===== src/rtl/csr_exec_unit.sv =====
// CSR read-modify-write sequencer: reads the target CSR, computes the new value
// for RW/RS/RC (register and immediate forms), issues one write, returns the old value.
module csr_exec_unit #(
   parameter int XLEN   = 32,
   parameter int CSR_AW = 12,
   parameter int RF_AW  = 5
) (
   input  logic              i_clk,
   input  logic              i_rst,
   input  logic              i_halt,
   input  logic              i_req_valid,
   output logic              o_req_ready,
   input  logic [2:0]        i_req_funct3,
   input  logic [CSR_AW-1:0] i_req_csr_addr,
   input  logic [RF_AW-1:0]  i_req_rs1_idx,
   input  logic [XLEN-1:0]   i_req_rs1_data,
   input  logic [RF_AW-1:0]  i_req_rd_addr,
   output logic              o_csr_read_en,
   output logic [CSR_AW-1:0] o_csr_read_addr,
   input  logic [XLEN-1:0]   i_csr_read_data,
   output logic              o_csr_write_en,
   output logic [CSR_AW-1:0] o_csr_write_addr,
   output logic [XLEN-1:0]   o_csr_write_data,
   output logic              o_wb_valid,
   input  logic              i_wb_ready,
   output logic [RF_AW-1:0]  o_wb_rd_addr,
   output logic [XLEN-1:0]   o_wb_data,
   output logic              o_illegal
);

   // state   | meaning
   // S_IDLE  | ready for a new op
   // S_READ  | read strobe to CSR file
   // S_CAPT  | capture old value, legality check
   // S_WRITE | single write strobe (if needed)
   // S_RESP  | old value offered to writeback
   typedef enum logic [2:0] {S_IDLE, S_READ, S_CAPT, S_WRITE, S_RESP} state_t;

   state_t              r_state;
   state_t              w_state_nxt;
   logic [2:0]          r_funct3;
   logic [CSR_AW-1:0]   r_addr;
   logic [RF_AW-1:0]    r_rd;
   logic [RF_AW-1:0]    r_idx;
   logic [XLEN-1:0]     r_operand;
   logic [XLEN-1:0]     r_old;
   logic                r_wr_req;

   logic                w_accept;
   logic                w_wr_req;
   logic                w_illegal_op;
   logic [XLEN-1:0]     w_operand_in;
   logic [XLEN-1:0]     w_new_val;

   assign w_accept     = (r_state == S_IDLE) && i_req_valid && !i_halt;
   assign w_operand_in = i_req_funct3[2] ? {{(XLEN-RF_AW){1'b0}}, i_req_rs1_idx} : i_req_rs1_data;

   // set/clear with a zero source is a pure read and must not touch read-only CSRs
   assign w_wr_req     = (r_funct3[1:0] == 2'b01) || (r_idx != '0);
   assign w_illegal_op = (r_funct3[1:0] == 2'b00) ||
                         (w_wr_req && (r_addr[CSR_AW-1 -: 2] == 2'b11));

   always_comb begin
      w_new_val = r_old & ~r_operand;
      case (r_funct3[1:0])
         2'b01:   w_new_val = r_operand;
         2'b10:   w_new_val = r_old | r_operand;
         default: w_new_val = r_old & ~r_operand;
      endcase
   end

   always_ff @(posedge i_clk or posedge i_rst) begin
      if (i_rst) begin
         r_state   <= S_IDLE;
         r_funct3  <= '0;
         r_addr    <= '0;
         r_rd      <= '0;
         r_idx     <= '0;
         r_operand <= '0;
         r_old     <= '0;
         r_wr_req  <= 1'b0;
      end else begin
         r_state <= w_state_nxt;
         if (w_accept) begin
            r_funct3  <= i_req_funct3;
            r_addr    <= i_req_csr_addr;
            r_rd      <= i_req_rd_addr;
            r_idx     <= i_req_rs1_idx;
            r_operand <= w_operand_in;
         end
         // read data is only valid the cycle after the strobe, so capture on the advancing edge
         if ((r_state == S_CAPT) && !i_halt) begin
            r_old    <= i_csr_read_data;
            r_wr_req <= w_wr_req;
         end
      end
   end

   always_comb begin
      w_state_nxt      = r_state;
      o_req_ready      = 1'b0;
      o_csr_read_en    = 1'b0;
      o_csr_read_addr  = '0;
      o_csr_write_en   = 1'b0;
      o_csr_write_addr = '0;
      o_csr_write_data = '0;
      o_wb_valid       = 1'b0;
      o_wb_rd_addr     = '0;
      o_wb_data        = '0;
      o_illegal        = 1'b0;
      case (r_state)
         S_IDLE: begin
            o_req_ready = !i_halt;
            if (w_accept) w_state_nxt = S_READ;
         end
         S_READ: begin
            o_csr_read_en   = 1'b1;
            o_csr_read_addr = r_addr;
            if (!i_halt) w_state_nxt = S_CAPT;
         end
         S_CAPT: begin
            if (!i_halt) begin
               o_illegal   = w_illegal_op;
               w_state_nxt = w_illegal_op ? S_IDLE : S_WRITE;
            end
         end
         S_WRITE: begin
            o_csr_write_en   = r_wr_req && !i_halt;
            o_csr_write_addr = r_addr;
            o_csr_write_data = w_new_val;
            if (!i_halt) w_state_nxt = S_RESP;
         end
         S_RESP: begin
            o_wb_valid   = 1'b1;
            o_wb_rd_addr = r_rd;
            o_wb_data    = r_old;
            if (i_wb_ready && !i_halt) w_state_nxt = S_IDLE;
         end
         default: w_state_nxt = S_IDLE;
      endcase
   end

endmodule


===== config.mk =====
export PLATFORM = sky130hd
export DESIGN_NAME = csr_exec_unit
export DESIGN_NICKNAME = d
export VERILOG_FILES = /design/src/rtl/csr_exec_unit.sv
export SDC_FILE = /design/constraint.sdc
export NUM_CORES = 1
export LEC_CHECK = 0
export ABC_AREA = 1
export BUFFER_PORTS_ARGS = -buffer_cell sky130_fd_sc_hd__buf_2
export CAP_MARGIN = 0
export CELL_PAD_IN_SITES_DETAIL_PLACEMENT = 0
export CELL_PAD_IN_SITES_GLOBAL_PLACEMENT = 1
export CORE_ASPECT_RATIO = 2
export CORE_MARGIN = 1
export CORE_UTILIZATION = 34
export DETAILED_ROUTE_END_ITERATION = 10
export PLACE_DENSITY_LB_ADDON = 0.08
export REMOVE_ABC_BUFFERS = 1
export SYNTH_ARGS = -nofsm -noshare
export SYNTH_HDL_FRONTEND = slang
export SYNTH_SLANG_ARGS = --single-unit

===== constraint.sdc =====
create_clock -name i_clk -period 4.3 [get_ports i_clk]
set_input_delay 0.86 -clock i_clk [delete_from_list [all_inputs] [get_ports i_clk]]
set_output_delay 0.86 -clock i_clk [all_outputs]
set_load 0.005 [all_outputs]

==> out/metrics.cfg, run 1 <==
[outcome]
status=finished, final reports clean

[cells_and_area]
n_antenna_cell=0
layout_commonest_cell=buf_2
area.growth.synth_to_final_pct=28.1
most-common-layout-cells=191 x buf_2, 143 x nand2_1, 100 x nor2_1, 92 x dfrtp_1
fin_util=0.449
fillCellCount=1460
nNetsFinal=916
drive_above_1_share=0.272

[sta]
finalSetupTns_ns=0
finalHoldViolations=0
rsz0062_at_grt=no
worst_slew_pin_slew_ns=0.960
min_period_ns=3.07
drv_slew=0
relSlewSlack=0.358
post-route-period-util=0.715
fmax_ghz=0.325
setup_viol=0
fin_skew_ns=0.00424

[cts]
cts.sinks=92
worst_skew_pair.late_latency_ns=0.33
cts_resized=0
holdBufCountCts=0
clk_path_buf_depth=2
clk_pin_slew_ns=0.06
cts_setup_buffers=0
numCtsBuffers=9
cts_max_level=3
cts_tree=built
cts_root_buf=clkbuf_16

[synthesis]
synthSimpleGateAreaFrac=0.244
synth_area_um2=4760
yosysSeqAreaShare=0.484
synthXorXnorAreaFrac=0
synth-adder-area-share=0.00789
yosys_warnings=0
muxShareOfSynthArea=0
ys_seq_elements=92
synth-compound-area-share=0.162
synth.distinct_cells=19
synth_top_family_by_area=simple AND/OR/NAND/NOR gates
avgSynthCellArea_um2=7.32
syn_inst=650

[placement]
hpwl_um=10200
gp_congestion=0.792
port_buffers=191

[pwr]
vdd_drop_max_v=0.000280
powerDensity_nw_per_um2=702
p_leak_nw=3.42

[global_route]
antenna_found_initial=0
grt_overflow=0
grt_pass1_wl_um=22600
grt_pass1_vias=4622
grtUsageTotal=0.204
grt_max_degree=74

[floorplan]
die_w_um=85.7
ios=192
die-area_um2=14500
die_h_um=169
core_region_area_um2=13600
initial_core_util=0.350
placementRows=60

[setup_path]
cp-start-kind=flop
cpMostUsedCell=inv_1
slowest_delay_ns=0.36
path_class=flop to output pin
critPathSlowestCell=dfrtp_1
cp_max_fo=20
cp-end-kind=output pin
worstPathRequired_ns=3.44
path_cells=inv_1, ha_1, inv_1, nor2_1, inv_1, buf_4, a21oi_1, nor3_1, buf_2
arrival_ns=2.21

[route]
finalWirelength_um=14400
ant_nets=0
first_iter_violations=169
vias_per_cell=4.67
vias=4711
drt_first_pass_iters=5
drc_errors=0
post_drt_wl_per_cell_um=14.3

[hold_path]
hold_class=flop to flop

[job]
maxCapViolations=0

routing by layer:
metal / routed length, um / track usage
met3: 448 / 0.0302
met2: 7990 / 0.389
met4: 286 / 0.0703
met5: 0 / 0
met1: 5680 / 0.224
cell usage after synthesis:
master / instances / area, um2
nand2_1: 145 / 544
nor2_1: 100 / 375
dfrtp_1: 92 / 2300
inv_1: 67 / 251
a21oi_1: 66 / 330
o21ai_0: 49 / 245
o21ai_1: 39 / 195
nor3_1: 34 / 170
buf_2: 16 / 80.1
clkbuf_1: 15 / 56.3
inv_2: 6 / 22.5
nand3_1: 6 / 30.0
buf_4: 4 / 30.0
buf_6: 4 / 45.0
ha_1: 3 / 37.5
nand2_4: 1 / 11.3
nand3_2: 1 / 10.0
nor2_4: 1 / 11.3
nor3_2: 1 / 10.0
critical path, delay by kind of cell, from the launching register on:
kind / cells / cell delay [ns]
DFF: 1 / 0.36
and+or+nand+nor: 2 / 0.20
adders and majority gates: 1 / 0.28
buffers and inverters: 5 / 0.96
AOI/OAI and AO/OA: 1 / 0.07
area by class of cell:
class | instances | area [um2] | area share
flip-flops and latches | 92 | 2300 | 0.378
inverters | 73 | 277 | 0.0454
repair buffers | 197 | 1000 | 0.164
clock buffers | 10 | 229 | 0.0376
clock inverters | 5 | 77.6 | 0.0127
multi-input cells | 446 | 1980 | 0.324
well taps | 186 | 233 | 0.0382
registers in the layout, indices dropped and copies added (netlist names):
register / flops
r_state: 3
r_old: 32
r_idx: 5
r_addr: 12
r_funct3: 2
r_wr_req: 1
r_rd: 5
r_operand: 32
cell families after synthesis:
group           Yosys count
simple gates            289
compound gates          154
buf+inv                 112
flops                    92
fa+ha+maj                 3
final timing paths:
check | slack (ns) | end | startpoint | depth (start not counted)
worst max-delay path | 1.23 | o_csr_write_data[25] | r_funct3[0] | 9
min in group asynchronous | 0.59 | r_addr[1] | i_rst | 2
max in group asynchronous | 2.89 | r_operand[2] | i_rst | 3
worst max register to register | 2.09 | r_rd[2] | r_state[0] | 7
worst min register to register | 0.49 | r_idx[1] | r_idx[1] | 2
worst min-delay path | 0.49 | r_idx[1] | r_idx[1] | 2
power breakdown:
part / internal, mW / switching, mW / leakage, nW
Combinational: 0.685 / 1.22 / 2.18
Clock: 0.504 / 0.324 / 0.148
Sequential: 1.27 / 0.273 / 1.10
per-stage QoR:
| stage | cells | instance area, um2 | total power [mW] | hold WS [ns] | worst slack, ns |
|---|---|---|---|---|---|
| after floorplan | 611 | 4550 | 2.74 | 0.454 | 1.05 |
| after global placement | 994 | 5790 | 3.46 | 0.472 | 1.62 |
| after detailed placement | 994 | 5790 | 3.51 | 0.481 | 1.55 |
| after CTS | 1009 | 6090 | 4.36 | 0.498 | 1.19 |
| after global routing | 1009 | 6090 | 4.70 | 0.523 | 1.02 |
| final | 1009 | 6090 | 4.28 | 0.494 | 1.23 |
Note: power is estimated with default switching activity, not from simulation.
==> inputs of run 2 (changes only) <==
Clock period 4.3 ns to 3 ns, I/O delays scaled along.
==> run 2 against run 1 <==
Sequential share of layout area decreased by 0.41 points. Routed wire length fell by 2.3%. Design area grew 1.1%. Combinational power increased by 46%. Largest power group unchanged. Sequential power grew 44%. Power rose by 45%.
==> out/metrics.cfg, run 2 (synthesis results as in run 1) <==
[sta]
setup_viol=0
fin_skew_ns=0.0119
min_period_ns=2.71
fmax_ghz=0.369
worst_slew_pin_slew_ns=0.770
finalHoldViolations=0
relSlewSlack=0.486
rsz0062_at_grt=no
drv_slew=0
post-route-period-util=0.904
finalSetupTns_ns=0

[pwr]
switchingPower_mw=2.63
pwr-share-comb=0.446
p_int_mw=3.59
netSwitchingFraction=0.422
total_power_mw=6.22
seq_power_share=0.355
powerDensity_nw_per_um2=1010
clockPowerShare=0.199
vdd_drop_max_v=0.000437
p_leak_nw=3.46

[route]
ant_nets=0
drc_errors=0
first_iter_violations=150
finalWirelength_um=14100
post_drt_wl_per_cell_um=13.9
vias_per_cell=4.66
drt_first_pass_iters=4
vias=4723

[floorplan]
initial_core_util=0.350
die-area_um2=14500
placementRows=60
core_region_area_um2=13600
die_w_um=85.7
ios=192
die_h_um=169

[setup_path]
r2r_end=r_funct3[1]
worstPathRequired_ns=2.40
r2r_cells=7
slowest_delay_ns=0.45
r2r-start=r_state[2]
cp-end-kind=output pin
reg2reg_slack_ns=1.26
path_class=flop to output pin
arrival_ns=2.11
crit_buf_inv=3
path_cells=inv_2, nor2_1, nand2_2, buf_4, nor3_1, buf_2
cp-start-kind=flop
critPathTopFamily=simple AND/OR/NAND/NOR gates
cp_num_cells=6
cp_max_fo=33
critPathSlowestCell=nand2_2

[global_route]
grt_pass1_vias=4613
antenna_found_initial=0
grtUsageTotal=0.200
grt_max_degree=73
grt_overflow=0
grt_pass1_wl_um=22300

[cts]
holdBufCountCts=0
cts_root_buf=clkbuf_16
cts_tree=built
cts_resized=0
cts_setup_buffers=0
worst_skew_pair.late_latency_ns=0.34
numCtsBuffers=9
clk_pin_slew_ns=0.07
cts.sinks=92
clk_path_buf_depth=2
cts_max_level=3

[cells_and_area]
layout_commonest_cell=buf_2
biggestRegsByFlops=r_old: 32 flops, r_operand: 32 flops, r_addr: 12 flops
nNetsFinal=919
drive_above_1_share=0.276
most-common-layout-cells=191 x buf_2, 143 x nand2_1, 100 x nor2_1, 92 x dfrtp_1
fillCellCount=1437
n_antenna_cell=0
area.growth.synth_to_final_pct=29.5

[placement]
gp_congestion=0.785
port_buffers=191
hpwl_um=9880

[hold_path]
hold_class=input pin to asynchronous set/reset pin

[outcome]
status=finished, final reports clean

[job]
maxCapViolations=0

[run 2: worst max path at each step]
stage	start	to
floorplan	i_rst	r_addr[0]
global placement	r_state[2]	o_csr_write_data[0]
detailed placement	r_state[1]	o_csr_write_data[18]
CTS	r_state[1]	o_csr_write_data[18]
global route	r_state[1]	o_csr_write_data[17]
finish	r_state[1]	o_csr_write_data[0]
[run 2: metrics by stage]
stage	hold WS, ns	utilization	cell area [um2]	instances	worst slack (ns)
after floorplan	0.454	-	4550	611	0.00804
after global placement	0.469	0.429	5840	997	0.677
after detailed placement	0.476	0.429	5840	997	0.625
after CTS	0.241	0.453	6160	1013	0.253
after global routing	0.265	0.453	6160	1013	0.129
final	0.235	0.453	6160	1013	0.289
[run 2: routing by layer]
layer  global-route usage  share of wire  up-vias
met5                    0              0        -
met4               0.0797          0.022        0
met3               0.0326          0.052       18
met2                0.372           0.53      149
met1                0.221           0.40     2150
li1                     -              -     2406
[run 2: cell type report]
cell class | count | area (um2) | share of cell area
inverter | 73 | 277 | 0.0449
sequential | 92 | 2300 | 0.374
timing repair buffer | 200 | 1050 | 0.170
tap | 186 | 233 | 0.0378
multi-input combinational | 446 | 1980 | 0.321
clock inverter | 6 | 97.6 | 0.0158
clock buffer | 10 | 229 | 0.0372
[run 2: power groups by stage]
| stage | sequential, mW | clock [mW] | combinational [mW] |
|---|---|---|---|
| CTS | 2.21 | 1.28 | 2.83 |
| detailed placement | 2.23 | 0 | 2.82 |
| global route | 2.29 | 1.32 | 3.19 |
| floorplan | 2.11 | 0 | 1.81 |
| finish | 2.21 | 1.24 | 2.77 |
| global placement | 2.22 | 0 | 2.80 |
